===== config.mk =====
export PLATFORM = sky130hd
export DESIGN_NAME = sipo_deser
export DESIGN_NICKNAME = d
export VERILOG_FILES = /design/src/rtl/sipo_deser.sv
export SDC_FILE = /design/constraint.sdc
export NUM_CORES = 1
export LEC_CHECK = 0
export ABC_AREA = 1
export ABC_CLOCK_PERIOD_IN_PS = 1200
export BUFFER_PORTS_ARGS = -buffer_cell sky130_fd_sc_hd__buf_2
export CAP_MARGIN = 40
export CORE_ASPECT_RATIO = 1.25
export CORE_MARGIN = 2
export CORE_UTILIZATION = 25
export CTS_BUF_LIST = sky130_fd_sc_hd__clkbuf_4 sky130_fd_sc_hd__clkbuf_8 sky130_fd_sc_hd__clkbuf_16
export DETAILED_ROUTE_END_ITERATION = 8
export PLACE_DENSITY = 0.5
export SYNTH_ARGS = -nofsm -noshare
export SYNTH_HDL_FRONTEND = slang
export SYNTH_SLANG_ARGS = --single-unit

===== constraint.sdc =====
create_clock -name clk -period 1.2 [get_ports clk]
set_input_delay 0.12 -clock clk [delete_from_list [all_inputs] [get_ports clk]]
set_output_delay 0.12 -clock clk [all_outputs]
set_load 0.01 [all_outputs]

===== src/rtl/sipo_deser.sv =====
// ---------------------------------------------------------------------------
// sipo_deser -- serial-in parallel-out deserializer.
//
// Shifts in a gated serial stream MSB first, counts bits, and presents each
// completed WIDTH-bit word on q together with a one-cycle q_valid strobe.
// The downstream parallel register samples q on that strobe.
//
// Optional feature, selected by the macro SIPO_PARITY_CHECK_EN:
//   defined   -> each frame is WIDTH data bits plus one even-parity bit;
//                a bad frame pulses parity_err instead of q_valid.
//   undefined -> frames are WIDTH bits; parity_err is tied low.
//
// Ports:
//   clk        in   system clock, rising-edge
//   rst        in   synchronous active-high reset
//   sin        in   serial data bit (MSB of each word first)
//   sin_valid  in   qualifies sin; a bit is consumed only when high
//   clr        in   synchronous flush of a partially assembled frame
//   q          out  last completed parallel word (held between words)
//   q_valid    out  one-cycle pulse: q was updated at the preceding edge
//   busy       out  high while a frame is partially assembled
//   parity_err out  one-cycle pulse on a parity failure
//
// Handshake: sin/sin_valid is a push-only stream (no ready); q_valid is a
// push-only strobe with no back-pressure from the consumer.
// Priority at each edge: rst > clr > sin_valid.
// ---------------------------------------------------------------------------
module sipo_deser #(
    parameter int WIDTH = 4
) (
    input  logic             clk,
    input  logic             rst,
    input  logic             sin,
    input  logic             sin_valid,
    input  logic             clr,
    output logic [WIDTH-1:0] q,
    output logic             q_valid,
    output logic             busy,
    output logic             parity_err
);

    localparam int CW = $clog2(WIDTH + 1);

    logic [WIDTH-1:0] shreg;
    logic [CW-1:0]    cnt;
    logic [WIDTH-1:0] shifted;

    assign shifted = {shreg[WIDTH-2:0], sin};
    assign busy    = (cnt != '0);

`ifdef SIPO_PARITY_CHECK_EN
    // Counter position of the trailing parity bit (data occupy 0..WIDTH-1).
    localparam logic [CW-1:0] PAR_POS = CW'(WIDTH);

    // Even parity over data plus parity bit must come out zero.
    logic parity_ok;
    assign parity_ok = ((^shreg) ^ sin) == 1'b0;

    always_ff @(posedge clk) begin
        if (rst) begin
            shreg      <= '0;
            cnt        <= '0;
            q          <= '0;
            q_valid    <= 1'b0;
            parity_err <= 1'b0;
        end else begin
            q_valid    <= 1'b0;
            parity_err <= 1'b0;
            if (clr) begin
                shreg <= '0;
                cnt   <= '0;
            end else if (sin_valid) begin
                if (cnt == PAR_POS) begin
                    // Parity bit is not shifted in; shreg already holds the data.
                    cnt <= '0;
                    if (parity_ok) begin
                        q       <= shreg;
                        q_valid <= 1'b1;
                    end else begin
                        parity_err <= 1'b1;
                    end
                end else begin
                    shreg <= shifted;
                    cnt   <= cnt + 1'b1;
                end
            end
        end
    end
`else
    localparam logic [CW-1:0] LAST_DATA = CW'(WIDTH - 1);

    assign parity_err = 1'b0;

    always_ff @(posedge clk) begin
        if (rst) begin
            shreg   <= '0;
            cnt     <= '0;
            q       <= '0;
            q_valid <= 1'b0;
        end else begin
            q_valid <= 1'b0;
            if (clr) begin
                shreg <= '0;
                cnt   <= '0;
            end else if (sin_valid) begin
                shreg <= shifted;
                if (cnt == LAST_DATA) begin
                    q       <= shifted;
                    q_valid <= 1'b1;
                    cnt     <= '0;
                end else begin
                    cnt <= cnt + 1'b1;
                end
            end
        end
    end
`endif

endmodule


==> flow_metrics.tcl <==
set metrics [dict create \
    status "finished, final reports clean" \
    hold_buffers 0 \
    p_per_area_nw_per_um2 1240 \
    synth_simple_gate_area_share_pct 20.9 \
    core_area_sq_um 1740 \
    report.final.slew_viol_count 0 \
    worst-setup-path-type "flip-flop to output port" \
    die_width_um 42.4 \
    tritoncts "built" \
    nNetsFinal 80 \
    wl_per_cell_um 9.02 \
    yosys_warnings 0 \
    ys_seq_elements 11 \
    yosysTopAreaCellShare_pct 47.7 \
    min_period_ns 1.10 \
    initial_core_util_pct 26.5 \
    root_buffer "clkbuf_4" \
    rows 17 \
    synth_adder_area_share_pct 5.42 \
    synth-edff-count 0 \
    place.gp.congestion 0.680 \
    synth_cell_type_count 15 \
    post-synth-top-area-cell "dfxtp_1" \
    grt_max_degree 9 \
    cp.required_ns 1.08 \
    synth.most_common_cell "dfxtp_1" \
    syn-instance-count 59 \
    synth_common_cells "dfxtp_1, a21oi_1, inv_1" \
    area_growth_pct 22.0 \
    final_area_sq_um 563 \
    timing.fmax_mhz 907 \
    ys_seq_area_share_pct 47.7 \
    io_pins 12 \
    drt_iter0_drc 9 \
    drv_cap 0 \
    drt-total-wl_um 821 \
    htree_num_levels 1 \
    fin_crit_sh_pct 91.9 \
    grt_pass1_vias 361 \
    clock_latency_ns 0.26 \
    port_buffers 10 \
    grt_usage_pct 8.69 \
    ant_nets 0 \
    avgSynthCellArea_sq_um 7.83 \
    grt_overflow 0 \
    die_y_um 52.0 \
    cts_buffers 3 \
    clkSinkCount 11 \
    tns_ns 0 \
    hold_viol_final 0 \
    ys.flop_type "dfxtp_1" \
    rsz0062_at_grt "no" \
    grt_antenna_before_repair 0 \
    grt_pass1_wl_mm 1.41 \
    syn_nets 66 \
    peakVddDrop_mv 0.359 \
    post-dp-hpwl_um 625 \
    p_leak_nw 0.266 \
    finalSetupViolations 0 \
    via_per_inst 4.41 \
    via_count 401 \
    dr.pass1.iters 4 \
    fin_skew_ns 0.00178 \
    synthXorXnorAreaFrac_pct 0 \
    fill_cells 203 \
    layout-drive-gt1-share_pct 29.2 \
    drc_errors 0 \
    netlist_area_sq_um 462 \
    cp_max_fo 3 \
    crit_path_end_kind "output port" \
    dpl_cell_area_sq_um 528 \
    arrival_ns 0.98 \
    startpoint_type "flip-flop" \
    synth-compound-area-share_pct 15.2 \
    synthTopCellsByArea "dfxtp_1, a21oi_1, inv_1, nand2_1, ha_1" \
    path_clk_slew_ns 0.07 \
    synth_top_family_by_area "simple AND/OR/NAND/NOR gates" \
    clockBufferDepth 2 \
    floorplan.die_area_sq_um 2210 \
    antenna-diode-count 0 \
    async_reset_ff_share_pct 0 \
    synth.area.mux_share_pct 0 \
    hold_class "input port to flip-flop" \
]
## worst max-delay path, cell delays in order (launching register included)
cell and delay, ns:
dfxtp_2 0.34, inv_1 0.05, ha_2 0.17, nand2_1 0.05, buf_2 0.12
## layout make-up
cell class	instances	area, sq um	share of cell area (%)
inverter	10	38.8	6.89
clock buffer	4	30.0	5.33
sequential	11	223	39.6
tap	19	23.8	4.22
multi-input combinational	37	198	35.1
timing repair buffer	10	50.0	8.89
## cells in the final DEF (no fill, tap or decap)
cell	n
buf_2	10
inv_1	9
a21oi_1	9
dfxtp_1	9
nand2_1	7
nor2_1	5
o21ai_0	5
nand3_1	4
clkbuf_4	4
dfxtp_2	2
nand2_2	1
clkinv_2	1
nor2_4	1
nor4_1	1
and3_2	1
ha_2	1
ha_1	1
conb_1	1
## flip-flops by register name, indices dropped and copies added, names as in the netlist
| name | count |
|---|---|
| q_valid | 1 |
| cnt | 3 |
| shreg | 3 |
| q | 4 |
## where the power goes
part	total (mW)	leakage [nW]	switching (mW)	internal [mW]
Combinational	0.0509	0.158	0.0329	0.0181
Clock	0.270	0.0184	0.119	0.151
Sequential	0.376	0.0900	0.00346	0.372
## final timing paths
kind / start / end / slack, ns / cells after the start
max: cnt[0] / busy / 0.1 / 4
min reg2reg: shreg[2] / shreg[2] / 0.46 / 2
max reg2reg: cnt[0] / q[1] / 0.17 / 5
min: rst / q_valid / 0.05 / 2
## repair_timing
item,4_1_cts,5_1_grt
gates resized for setup,0,3
buffers inserted,0,0
setup endpoints to repair,0,1
## cell families after synthesis
kind of cell               after synthesis
buffers and inverters                   11
AOI/OAI and AO/OA                       14
adders and majority gates                2
other                                    1
DFF                                     11
and+or+nand+nor                         20
## through the flow
step	hold slack, ns	setup slack [ns]	std cells	util (%)	total power [mW]
finish	0.0537	0.0973	91	32.3	0.696
CTS	0.0460	0.0388	91	32.0	0.709
global route	0.0550	0.0164	91	32.3	0.729
floorplan	0.197	0.233	59	-	0.416
global placement	0.331	0.187	87	30.3	0.434
detailed placement	0.330	0.165	87	30.3	0.435
## layer usage
metal | up-vias | global-route usage, % | part of all wire (%)
li1 | 212 | - | -
met1 | 176 | 9.24 | 47
met2 | 11 | 14.1 | 45
met3 | 2 | 1.04 | 4.9
met4 | 0 | 9.38 | 2.3
met5 | - | 0 | 0
(Power assumes the default switching activity.)
